$ cat config.mk
export PLATFORM = sky130hd
export DESIGN_NAME = spi_master_ctrl_flat
export DESIGN_NICKNAME = d
export VERILOG_FILES = /design/src/rtl/spi_master_ctrl_if.sv /design/src/rtl/spi_master_ctrl.sv /design/src/flat_wrapper.sv
export SDC_FILE = /design/constraint.sdc
export NUM_CORES = 1
export LEC_CHECK = 0
export CAP_MARGIN = 20
export CORE_MARGIN = 8
export CORE_UTILIZATION = 45
export DETAILED_ROUTE_END_ITERATION = 12
export PLACE_DENSITY = 0.77
export SLEW_MARGIN = 20
export SYNTH_ARGS = -nofsm -noshare
export SYNTH_HDL_FRONTEND = slang
export SYNTH_SLANG_ARGS = --single-unit
$ cat constraint.sdc
create_clock -name i_clk -period 1.8 [get_ports i_clk]
set_input_delay 0.45 -clock i_clk [delete_from_list [all_inputs] [get_ports i_clk]]
set_output_delay 0.45 -clock i_clk [all_outputs]
set_load 0.01 [all_outputs]
$ cat src/rtl/spi_master_ctrl_if.sv
// User-side word stream of the SPI master.
//   i_user_data/i_user_valid/i_user_last/i_cs_sel : word offered to the master
//   o_ready                                      : master accepts a word this cycle
//   o_user_data/o_user_valid                     : received MISO word, one-cycle pulse
//   o_busy                                       : master not idle
// Modport slave is the controller side, master is the user side.
interface spi_master_ctrl_if #(
  parameter int P_DATA_WIDTH = 8,
  parameter int P_CS_SEL_W   = 1
);
  logic [P_DATA_WIDTH-1:0] i_user_data;
  logic                    i_user_valid;
  logic                    i_user_last;
  logic [P_CS_SEL_W-1:0]   i_cs_sel;
  logic                    o_ready;
  logic [P_DATA_WIDTH-1:0] o_user_data;
  logic                    o_user_valid;
  logic                    o_busy;

  modport slave (
    input  i_user_data, i_user_valid, i_user_last, i_cs_sel,
    output o_ready, o_user_data, o_user_valid, o_busy
  );

  modport master (
    output i_user_data, i_user_valid, i_user_last, i_cs_sel,
    input  o_ready, o_user_data, o_user_valid, o_busy
  );
endinterface

$ cat src/rtl/spi_master_ctrl.sv
// SPI master: any CPOL/CPHA mode, programmable SCLK divider, multi-word
// bursts with CS held low between words, one-hot active-low chip selects
// and full-duplex MISO capture.
//   i_clk, i_rst_n : clock, asynchronous active-low reset
//   bus            : user word stream (spi_master_ctrl_if.slave)
//   o_spi_clk      : SCLK
//   o_spi_mosi     : MOSI, MSB first
//   i_spi_miso     : MISO, sampled directly
//   o_cs           : active-low chip selects
module spi_master_ctrl #(
  parameter int P_DATA_WIDTH = 8,
  parameter int P_CPOL       = 0,
  parameter int P_CPHA       = 0,
  parameter int P_CLK_DIV    = 2,
  parameter int P_CS_NUM     = 2,
  parameter int P_CS_SEL_W   = 1
) (
  input  logic                i_clk,
  input  logic                i_rst_n,
  spi_master_ctrl_if.slave    bus,
  output logic                o_spi_clk,
  output logic                o_spi_mosi,
  input  logic                i_spi_miso,
  output logic [P_CS_NUM-1:0] o_cs
);

  localparam int CNT_W  = (P_CLK_DIV > 1) ? $clog2(P_CLK_DIV) : 1;
  localparam int EDGE_W = $clog2(2*P_DATA_WIDTH + 1);
  localparam bit SAMPLE_LEAD = (P_CPHA == 0);

  typedef enum logic [2:0] {IDLE, SETUP, SHIFT, GAP, HOLD, RECOV} state_t;

  state_t                  state, state_nxt;
  logic [CNT_W-1:0]        div_cnt;
  logic [EDGE_W-1:0]       edge_cnt;
  logic [P_DATA_WIDTH-1:0] tx_sr, rx_sr;
  logic                    last_q;
  logic [P_CS_SEL_W-1:0]   sel;
  logic [P_CS_NUM-1:0]     cs_dec;
  logic                    accept, div_tc, edges_done, sclk_edge, lead_edge;

  assign sel        = bus.i_cs_sel;
  assign accept     = bus.i_user_valid & bus.o_ready;
  assign div_tc     = (div_cnt == CNT_W'(P_CLK_DIV - 1));
  assign edges_done = (edge_cnt == EDGE_W'(2*P_DATA_WIDTH));
  assign sclk_edge  = (state == SHIFT) && div_tc && !edges_done;
  // Edge number edge_cnt+1 is odd (leading) when edge_cnt is even.
  assign lead_edge  = ~edge_cnt[0];
  assign bus.o_busy = (state != IDLE);

  // Out-of-range selections decode to no active line.
  always_comb begin
    cs_dec = '1;
    for (int i = 0; i < P_CS_NUM; i++)
      if (int'(sel) == i) cs_dec[i] = 1'b0;
  end

  always_comb begin
    state_nxt = state;
    case (state)
      IDLE, GAP: if (accept) state_nxt = SETUP;
      SETUP:     if (div_tc) state_nxt = SHIFT;
      SHIFT:     if (edges_done) state_nxt = last_q ? HOLD : GAP;
      HOLD:      if (div_tc) state_nxt = RECOV;
      RECOV:     if (div_tc) state_nxt = IDLE;
      default:   state_nxt = IDLE;
    endcase
  end

  always_ff @(posedge i_clk or negedge i_rst_n) begin
    if (!i_rst_n) state <= IDLE;
    else          state <= state_nxt;
  end

  always_ff @(posedge i_clk or negedge i_rst_n) begin
    if (!i_rst_n) begin
      div_cnt          <= '0;
      edge_cnt         <= '0;
      tx_sr            <= '0;
      rx_sr            <= '0;
      last_q           <= 1'b0;
      o_cs             <= '1;
      o_spi_clk        <= 1'(P_CPOL);
      o_spi_mosi       <= 1'b0;
      bus.o_ready      <= 1'b1;
      bus.o_user_valid <= 1'b0;
      bus.o_user_data  <= '0;
    end else begin
      bus.o_ready      <= (state_nxt == IDLE) || (state_nxt == GAP);
      bus.o_user_valid <= 1'b0;
      // Restart on every state change; free-run and wrap inside SHIFT.
      div_cnt <= (state_nxt != state || div_tc) ? '0 : div_cnt + CNT_W'(1);

      if (accept) begin
        // CPHA=0 already presents the MSB, so the next trailing edge needs bit MSB-1.
        tx_sr      <= SAMPLE_LEAD ? (bus.i_user_data << 1) : bus.i_user_data;
        o_spi_mosi <= bus.i_user_data[P_DATA_WIDTH-1];
        last_q     <= bus.i_user_last;
        if (state == IDLE) o_cs <= cs_dec;
      end

      if (state == SETUP) edge_cnt <= '0;

      if (sclk_edge) begin
        edge_cnt  <= edge_cnt + EDGE_W'(1);
        o_spi_clk <= ~o_spi_clk;
        if (lead_edge == SAMPLE_LEAD)
          rx_sr <= {rx_sr[P_DATA_WIDTH-2:0], i_spi_miso};
        else if (!SAMPLE_LEAD || edge_cnt != EDGE_W'(2*P_DATA_WIDTH - 1)) begin
          // The final trailing edge of a CPHA=0 word leaves MOSI on its last bit.
          o_spi_mosi <= tx_sr[P_DATA_WIDTH-1];
          tx_sr      <= tx_sr << 1;
        end
      end

      if (state == SHIFT && edges_done) begin
        bus.o_user_valid <= 1'b1;
        bus.o_user_data  <= rx_sr;
      end

      if (state == HOLD && div_tc) o_cs <= '1;
    end
  end

endmodule

$ cat src/flat_wrapper.sv
// flat-port wrapper written by rule: the top's interface ports become plain ports
module spi_master_ctrl_flat 
#(
  parameter int P_DATA_WIDTH = 8,
  parameter int P_CPOL       = 0,
  parameter int P_CPHA       = 0,
  parameter int P_CLK_DIV    = 2,
  parameter int P_CS_NUM     = 2,
  parameter int P_CS_SEL_W   = 1
)
  (i_clk, i_rst_n, o_spi_clk, o_spi_mosi, i_spi_miso, o_cs, bus_i_user_data, bus_i_user_valid, bus_i_user_last, bus_i_cs_sel, bus_o_ready, bus_o_user_data, bus_o_user_valid, bus_o_busy);
  spi_master_ctrl_if #(.P_DATA_WIDTH(P_DATA_WIDTH), .P_CS_SEL_W(P_CS_SEL_W)) bus_i ();
  input  logic i_clk;
  input  logic i_rst_n;
  output logic o_spi_clk;
  output logic o_spi_mosi;
  input  logic i_spi_miso;
  output logic [P_CS_NUM-1:0] o_cs;
  input wire logic [$bits(bus_i.i_user_data)-1:0] bus_i_user_data;
  input wire logic [$bits(bus_i.i_user_valid)-1:0] bus_i_user_valid;
  input wire logic [$bits(bus_i.i_user_last)-1:0] bus_i_user_last;
  input wire logic [$bits(bus_i.i_cs_sel)-1:0] bus_i_cs_sel;
  output wire logic [$bits(bus_i.o_ready)-1:0] bus_o_ready;
  output wire logic [$bits(bus_i.o_user_data)-1:0] bus_o_user_data;
  output wire logic [$bits(bus_i.o_user_valid)-1:0] bus_o_user_valid;
  output wire logic [$bits(bus_i.o_busy)-1:0] bus_o_busy;
  assign bus_i.i_user_data = bus_i_user_data;
  assign bus_i.i_user_valid = bus_i_user_valid;
  assign bus_i.i_user_last = bus_i_user_last;
  assign bus_i.i_cs_sel = bus_i_cs_sel;
  assign bus_o_ready = bus_i.o_ready;
  assign bus_o_user_data = bus_i.o_user_data;
  assign bus_o_user_valid = bus_i.o_user_valid;
  assign bus_o_busy = bus_i.o_busy;
  spi_master_ctrl #(.P_DATA_WIDTH(P_DATA_WIDTH), .P_CPOL(P_CPOL), .P_CPHA(P_CPHA), .P_CLK_DIV(P_CLK_DIV), .P_CS_NUM(P_CS_NUM), .P_CS_SEL_W(P_CS_SEL_W)) u_core (.i_clk(i_clk), .i_rst_n(i_rst_n), .bus(bus_i), .o_spi_clk(o_spi_clk), .o_spi_mosi(o_spi_mosi), .i_spi_miso(i_spi_miso), .o_cs(o_cs));
endmodule
Word level (Yosys, flattened, before mapping). Index checks and enable logic that the tools add are counted.

Register bits: 40. Input port bits: 14.

Equality and inequality tests: 9. Multiplexer cells: 24. Add/subtract/negate cells: 2. Reduce and logical (&&, ||, !) cells: 16. Bitwise logic cells: 3.

Operator list (count): $mux W8 (4); $mux W3 (6); $pmux W3 S5 (1); $mux W5 (2); $eq A3 B2 Y1 const B (3); $mux W1 (8); $eq A3 B3 Y1 const B (2); $logic_not A3 Y1 (2); $mux W2 (3); $reduce_bool A2 Y1 (3); $add A5 B1 Y5 const B (1); $eq A5 B5 Y1 const B (1); $ne A5 B4 Y1 const B (1); $logic_and A1 B1 Y1 (4); $reduce_and A2 Y1 (2); $eq A3 B1 Y1 const B (1); $ne A3 B3 Y1 (1); $reduce_bool A3 Y1 (1); $logic_or A1 B1 Y1 (2); $not A1 Y1 (2); $reduce_or A2 Y1 (1); $add A1 B1 Y1 const B (1); $and A1 B1 Y1 (1); $logic_not A1 Y1 (1).

Logic depth before layout (Yosys ltp). Gate-level depths: netlist of the first run.

Depth in word-level cells: 6. Mapped depth: 9.

Worst setup path after synthesis of the first run. No wires, ideal clock.

Path kind: register to register. Start: reg u_core.edge_cnt[0]. End: reg u_core.tx_sr[5]. Stages on the path, launching flop included: 9. Data arrival time: 1.710 ns. Slack: -0.033 ns. Required time: 1.677 ns. Clock period less this slack: 1.833 ns. Cells stage by stage: dfrtp_1 > ha_1 > and3_1 > ha_1 > or3_1 > buf_2 > buf_6 > nor2_1 > a21oi_1.

Cells in the longest elaborated chain, start to end: 4.

RTL lines: start, declared (RTL line spi_master_ctrl.sv:35) `logic [EDGE_W-1:0] edge_cnt;`; start signal, assigned (RTL line spi_master_ctrl.sv:105) `edge_cnt <= edge_cnt + EDGE_W'(1);`; $ne A5 B4 Y1 / $eq A5 B5 Y1 (equally long branches) (RTL line spi_master_ctrl.sv:109, spi_master_ctrl.sv:45); $mux W8 / $logic_not A1 Y1 (equally long branches) (RTL line spi_master_ctrl.sv:109, spi_master_ctrl.sv:46); $mux W8 / $logic_and A1 B1 Y1 (equally long branches) (RTL line spi_master_ctrl.sv:107, spi_master_ctrl.sv:46); $mux W8 (*) (RTL line spi_master_ctrl.sv:104) `if (sclk_edge) begin`; end signal, assigned (RTL line spi_master_ctrl.sv:96) `tx_sr <= SAMPLE_LEAD ? (bus.i_user_data << 1) : bus.i_user_data;`; end signal, assigned (RTL line spi_master_ctrl.sv:112) `tx_sr <= tx_sr << 1;`; end, declared (RTL line spi_master_ctrl.sv:36) `logic [P_DATA_WIDTH-1:0] tx_sr, rx_sr;`.

Mark *: on every way between the ends. The rest lies on a longest branch, timed or not. A chain may end at the register's enable or synchronous reset.

Final worst setup path of the first run.
Start: reg u_core.state[0]. End: reg u_core.tx_sr[0].

Cells in the longest elaborated chain, start to end: 4.

RTL lines: start, declared (RTL line spi_master_ctrl.sv:33) `state_t state, state_nxt;`; start signal, assigned (RTL line spi_master_ctrl.sv:72) `else state <= state_nxt;`; $eq A3 B2 Y1 (RTL line spi_master_ctrl.sv:46) `assign sclk_edge = (state == SHIFT) && div_tc && !edges_done;`; $logic_and A1 B1 Y1 (2 in a row) (RTL line spi_master_ctrl.sv:46); $mux W8 (RTL line spi_master_ctrl.sv:104).

Every way passes these cells.

==> metrics.md, run 1 <==
| Metric | Value |
|---|---|
| DR iter-0 viols | 66 |
| CP max-delay cell | or3_4 |
| # rows | 23 |
| Antenna-violating nets left | 0 |
| Area Overhead vs Synth | 37.5% |
| Pwr dens | 1440 nW/um^2 |
| R2R Setup Slk | 80 ps |
| Area taken by multi-input logic gates | roughly 840 um^2 |
| Period minus WS final | 1720 ps |
| Root Buffer | clkbuf_8 |
| DR DRC count | 0 |
| CP arrival | between 1500 and 2000 ps |
| Die Y | about 80 um |
| Final setup margin | around 84 ps |
| Final Setup Violations | 0 |
| Setup TNS | 0 ps |
| Share of cells above drive strength 1 | a little over a quarter |
| Async set-reset flop share out of synthesis | 100% |
| Net Switching | between 1 and 1.5 mW |
| Portion of total power attributed to combinational logic | between 30% and 40% |
| Rel. slew slack | just over 70% |
| R2r startpoint | u_core.state[0] |
| Largest net degree at the start of global routing | 24 |
| # hold bufs at CTS | 0 |
| Clock slew at reported path FFs | around 80 ps |
| CP peak stage delay | between 400 and 500 ps |
| Routed WL per cell | 14.6 um |
| Full die area | between 6000 and 7000 um^2 |
| Syn avg cell area | between 10 and 15 um^2 |
| Number of I/O pins | 29 |
| Dpl hpwl | between 2000 and 3000 um |
| Switching Fraction | 33.2% |
| Clock sinks | 40 |
| Netlist cell types | 39 |
| Lkg Pwr | 1.16 nW |
| Final nets | approximately 240 |
| RSZ-0062 raised after global routing | false |
| Req. time, crit path | roughly 2000 ps |
| Seq pwr share | between 40% and 50% |
| Fin crit share | between 90% and 100% |
| Clock network latency to the later pin of the worst-skew pair | around 300 ps |
| Drt pass-1 iters | 4 |
| Top FF cell, synth | dfrtp_1 |
| Final-layout fill cell count | 321 |
| Clk pwr share | about a fifth |
| Vias in the first global route | ~1500 |
| Sequential share of the synthesized area | between 50 and 60% |
| Starting Density | around 46% |
| Final hold viol count | 0 |
| Mapped Nets | roughly 190 |
| YS warnings | 0 |
| Max Cap Viol | 0 |
| Sequential cell area | 1010 um^2 |
| Crit path max fanout | 7 |
| Grt ovf | 0 |
| Fmax | slightly below 0.6 GHz |
| Longest Clk Path Bufs | 2 |
| Power Total | around 3.6 mW |
| Post-synth EDFFs | 0 |
| Diodes inserted | 0 |
| H-tree depth | 2 |
| Synthesized area | 1820 um^2 |
| Total core area | just under 4000 um^2 |
| CTS tree | done |
| Total Wirelength | 3960 um |
| Slew Limit Fails | 0 |
| Internal power | ~2.4 mW |
| Vias per inst | ~5.2 |
| IO Port Bufs | 28 |
| First-pass GRT wire length | around 6500 um |
| Tightest Hold Check Type | in2async |
| Final clock skew | between 6 and 7 ps |
| Fin Hold WS | 81.1 ps |
| Setup crit end kind | register |
| Critical R2R Capture | u_core.tx_sr[0] |
| Synth Instances | approximately 170 |
| Outcome | complete, no violations |
| Via count | between 1000 and 1500 |
| Slew @ Worst Pin | ~430 ps |
| Placer Congestion | just under 0.9 |
| VDD IR max | approximately 0.00077 V |
| Worst Reg2Reg Path Length in Cells | 4 |
| GRT Total Usage | between 10% and 20% |
| Pre-CTS setup slack | -78.9 ps |
| Die width | between 70 and 80 um |
| Number of synthesized register bits | 40 |
| Crit Path Class | reg2reg |
| Crit-path cells | nor3b_2, nand3_4, or3_4, and3_4 |
| Startpoint Class | register |
| Initial antenna violation count | 0 |
| CTS buffer count | 5 |
-- flip-flops by register name, indices dropped and copies added, names as in the netlist --
name	flops
u_core.div_cnt	1
u_core.bus.o_user_data	8
u_core.edge_cnt	5
u_core.rx_sr	8
u_core.last_q	1
u_core.state	3
u_core.o_spi_clk	1
u_core.o_cs	2
u_core.bus.o_ready	1
u_core.bus.o_user_valid	1
u_core.tx_sr	8
u_core.o_spi_mosi	1
-- final cells by class --
type / instances / share of cell area [%]
timing repair buffer: 47 / 17.6
tap: 50 / 2.50
clock buffer: 5 / 2.75
clock inverter: 3 / 1.85
sequential: 40 / 40.2
inverter: 9 / 1.35
multi-input combinational: 118 / 33.7
-- stage by stage --
step	instances	cell area, um^2	utilization, %
2_1_floorplan	171	1830	-
3_3_place_gp	257	2250	57.1
3_5_place_dp	257	2250	57.1
4_1_cts	265	2380	60.5
5_1_grt	272	2500	63.5
6_report	272	2500	63.5
-- power by group through the flow --
| stage | clock network [mW] | registers, mW | logic (mW) |
|---|---|---|---|
| after global placement | 0 | 1.44 | 1.17 |
| after global routing | 0.801 | 1.51 | 1.57 |
| after detailed placement | 0 | 1.45 | 1.21 |
| final | 0.753 | 1.45 | 1.41 |
| after floorplan | 0 | 1.41 | 0.777 |
| after CTS | 0.768 | 1.44 | 1.21 |
-- per-layer routing --
metal / vias up / track usage [%] / wire, um / share of wire (%)
met3: 8 / 4.84 / 261 / 6.6
met2: 37 / 20.1 / 1890 / 48
li1: 696 / - / - / -
met1: 684 / 16.0 / 1760 / 44
met4: 0 / 3.89 / 54 / 1.4
met5: - / 0 / 0 / 0
-- cells by family (layout without fill, tap and decap cells) --
logic type                 Yosys count  count (layout)  synth area share, %
and+or+nand+nor                     64              66                 17.7
DFF                                 40              40                 55.2
AOI/OAI and AO/OA                   30              30                 10.0
muxes                               17              17                 9.97
buffers and inverters               15              64                 4.05
adders and majority gates            3               3                 2.06
xor gates and xnor gates             2               2                0.962
-- cell usage in the layout (no fill, tap or decap), types with 4 or more instances in the layout --
| cell type | instances |
|---|---|
| mux2_2 | 9 |
| nor2_2 | 4 |
| dlygate4sd2_1 | 4 |
| nand2_1 | 29 |
| clkdlybuf4s50_1 | 23 |
| clkbuf_8 | 5 |
| mux2i_1 | 8 |
| nand3_1 | 4 |
| nor2_1 | 7 |
| inv_1 | 7 |
| buf_4 | 16 |
| a21oi_1 | 12 |
| o21ai_0 | 7 |
| dfrtp_1 | 36 |
-- cells in the mapped netlist, drive strengths merged (2+ instances only) --
master | count | area share [%]
dfrtp | 37 | 51
nand2 | 29 | 6.0
a21oi | 13 | 3.6
nor2 | 12 | 2.6
mux2 | 9 | 5.6
inv | 8 | 1.6
mux2i | 8 | 4.4
o21ai | 7 | 1.9
nand3 | 5 | 1.4
buf | 4 | 1.8
dfstp | 3 | 4.3
ha | 3 | 2.1
nand3b | 3 | 1.2
and3 | 2 | 0.69
clkbuf | 2 | 0.41
nor2b | 2 | 0.69
nor3b | 2 | 1.1
o22a | 2 | 0.96
o311ai | 2 | 0.96
or3 | 2 | 0.69
-- timing repair --
item / CTS / global route
setup endpoints to repair: 20 / 19
resized for setup: 10 / 15
buffers inserted: 0 / 6
gates cloned: 0 / 2
pin swaps: 0 / 4
hold endpoints to repair: 0 / 0
-- critical path: cells and delay by family (launching register included) --
family	cells	cell delay (ps)
DFF	1	450
and+or+nand+nor	4	1150
-- worst max path at each step --
stage                       start               to  slack [ps]  cells after the start
5_1_grt           u_core.state[1]       bus_o_busy          20                      3
2_1_floorplan  u_core.edge_cnt[0]  u_core.tx_sr[5]           6                      8
6_report          u_core.state[0]  u_core.tx_sr[0]          80                      4
4_1_cts        u_core.edge_cnt[0]  u_core.tx_sr[0]         -10                      7
3_3_place_gp   u_core.edge_cnt[0]  u_core.tx_sr[0]         -40                      7
3_5_place_dp   u_core.edge_cnt[0]  u_core.tx_sr[0]         -80                      7
No activity file was read; power rests on OpenSTA's default activity.
==> run 2: changes to the inputs <==
- RECOVER_POWER: unset -> 100
==> run 2 against run 1 <==
- global-route usage did not move
- first-iteration DRC count is 26% higher
- critical path depth fell by 3
- core utilization fell by 0.79 points
- sequential share of layout area is 0.51 points higher
- count of clock-buffer cells in the layout is the same
- clock skew down 0.82 ps
- cell count stayed put
- clock power barely moved
- largest cell class unchanged
- largest power group unchanged
==> metrics.md, run 2 (synthesized netlist as in run 1, its figures left out) <==
| Metric | Value |
|---|---|
| DR DRC count | 0 (unchanged) |
| Vias per inst | 5.25 (+0.14%) |
| VDD IR max | 0.000767 V (-0.29%) |
| Clock sinks | 40 (unchanged) |
| Root Buffer | clkbuf_8 |
| Slew @ Worst Pin | 960 ps (+525 ps) |
| Largest net degree at the start of global routing | 24 (unchanged) |
| Starting Density | 46.2% (unchanged) |
| Final setup margin | 54.4 ps (-29.5 ps) |
| Fmax | 0.573 GHz (-1.7%) |
| Share of cells above drive strength 1 | 23.0% (-4.1 points) |
| Drt pass-1 iters | 4 (unchanged) |
| Rel. slew slack | 36.0% (-35 points) |
| Antenna-violating nets left | 0 (unchanged) |
| Pwr dens | 1450 nW/um^2 (+0.14%) |
| Grt ovf | 0 (unchanged) |
| Most common cell after layout, fill and taps aside | dfrtp_1 |
| Max Cap Viol | 0 (unchanged) |
| Clock network latency to the later pin of the worst-skew pair | 300 ps (about the same) |
| Final-layout fill cell count | 326 (+1.6%) |
| Final clock skew | 5.57 ps (-0.816 ps) |
| Final nets | 238 (unchanged) |
| Top delay family on crit path | buffers and inverters |
| Longest Clk Path Bufs | 2 (unchanged) |
| Die Y | 79.6 um (unchanged) |
| Setup crit end kind | output pin |
| Period minus WS final | 1750 ps (+29.5 ps) |
| GRT Total Usage | 12.9% (unchanged) |
| Number of I/O pins | 29 (unchanged) |
| Placer Congestion | 0.864 (unchanged) |
| Diodes inserted | 0 (unchanged) |
| CP peak stage delay | 610 ps (+140 ps) |
| Lkg Pwr | 1.18 nW (+1.9%) |
| Fin crit share | 97.0% (+1.6 points) |
| H-tree depth | 2 (unchanged) |
| # rows | 23 (unchanged) |
| Total Wirelength | 3980 um (+0.43%) |
| Power Total | 3.58 mW (-1.1%) |
| Pre-CTS setup slack | -78.9 ps (unchanged) |
| Setup TNS | 0 ps (unchanged) |
| Final Instance Area | 2470 um^2 (-1.2%) |
| Vias in the first global route | 1451 (unchanged) |
| Routed WL per cell | 14.6 um (+0.43%) |
| Crit Path Class | reg2out |
| DR iter-0 viols | 83 (+26%) |
| IO Port Bufs | 28 (unchanged) |
| Worst Reg2Reg Path Length in Cells | 4 (unchanged) |
| Crit path max fanout | 2 (-5) |
| Initial antenna violation count | 0 (unchanged) |
| Slew Limit Fails | 0 (unchanged) |
| Dpl cells | 257 (unchanged) |
| Total core area | 3940 um^2 (unchanged) |
| Req. time, crit path | 1350 ps (-640 ps) |
| CP max-delay cell | dlygate4sd3_1 |
| Most frequent cells in the layout | 36 x dfrtp_1, 29 x nand2_1, 15 x buf_4, 13 x clkdlybuf4s50_1, 12 x a21oi_1 |
| Fin cells | 272 (unchanged) |
| Final Setup Violations | 0 (unchanged) |
| Area after DPL | 2250 um^2 (unchanged) |
| Tightest Hold Check Type | in2async |
| CTS buffer count | 5 (unchanged) |
| Dpl hpwl | 2680 um (unchanged) |
| Full die area | 6340 um^2 (unchanged) |
| # hold bufs at CTS | 0 (unchanged) |
| Startpoint Class | register |
| Crit-path cells | dlygate4sd3_1 |
| Via count | 1427 (+0.14%) |
| CP bufs+invs | 1 (+1) |
| CP arrival | 1300 ps (-610 ps) |
| Worst path depth | 1 (-3) |
| Area Overhead vs Synth | 35.8% |
| Die width | 79.6 um (unchanged) |
| Outcome | complete, no violations |
| CTS tree | done |
| Clock slew at reported path FFs | 80 ps (about the same) |
| Regs by FF count | u_core.bus.o_user_data: 8 flops, u_core.rx_sr: 8 flops, u_core.tx_sr: 8 flops |
| Final hold viol count | 0 (unchanged) |
| First-pass GRT wire length | 6500 um (unchanged) |
[run 2: cell types whose count changed in the layout (fill, tap and decap cells not counted), sizes merged]
cell	change
clkdlybuf4s50	-10
dlygate4sd3	+10
buf	-3
clkbuf	+3
[run 2: final timing paths]
check | from | to | slack (ps)
hold reg to reg | u_core.o_spi_clk | u_core.o_spi_clk | 470
min in group i_clk | u_core.o_spi_clk | u_core.o_spi_clk | 470
max in group asynchronous | i_rst_n | u_core.state[0] | 430
setup reg to reg | u_core.state[0] | u_core.tx_sr[0] | 80
setup / recovery | u_core.bus.o_user_data[1] | bus_o_user_data[1] | 50
hold / removal | i_rst_n | u_core.bus.o_user_data[2] | 280
[run 2: through the flow]
stage	hold WS, ps	util (%)
3_5_place_dp	422	57.1
4_1_cts	96.0	60.5
6_report	276	62.7
3_3_place_gp	414	57.1
5_1_grt	365	62.7
2_1_floorplan	154	-
[run 2: what timing repair did]
item	in CTS	in global routing
hold endpoints to repair	0	0
buffers inserted	0	6
endpoints found under the setup margin	20	19
gates resized for setup	10	15
cloned	0	2
pin swaps	0	4
[run 2: final cells by class]
| cell class | instances | area, um^2 | share of cell area (%) |
|---|---|---|---|
| multi-input cells | 118 | 830 | 33.6 |
| clock inverters | 3 | 46.3 | 1.87 |
| inverters | 9 | 33.8 | 1.37 |
| flip-flops and latches | 40 | 1010 | 40.7 |
| well taps | 50 | 62.6 | 2.53 |
| clock buffers | 5 | 68.8 | 2.78 |
| repair buffers | 47 | 425 | 17.2 |
[run 2: per-layer routing]
layer	up-vias	wire length, um	track usage (%)
met5	-	0	0
met4	0	79	3.89
met3	8	257	4.84
met2	31	1880	20.1
met1	691	1760	16.0
li1	697	-	-
[run 2: worst register-to-register path, delay by kind of cell (launching register included)]
kind / cells / cell delay (ps)
and+or+nand+nor: 4 / 1160
DFF: 1 / 450
[run 2: where the power goes]
part	switching (mW)	total (mW)	internal, mW
sequential	0.234	1.44	1.20
clock	0.333	0.751	0.418
combinational	0.623	1.39	0.765
total	1.19	3.58	2.39
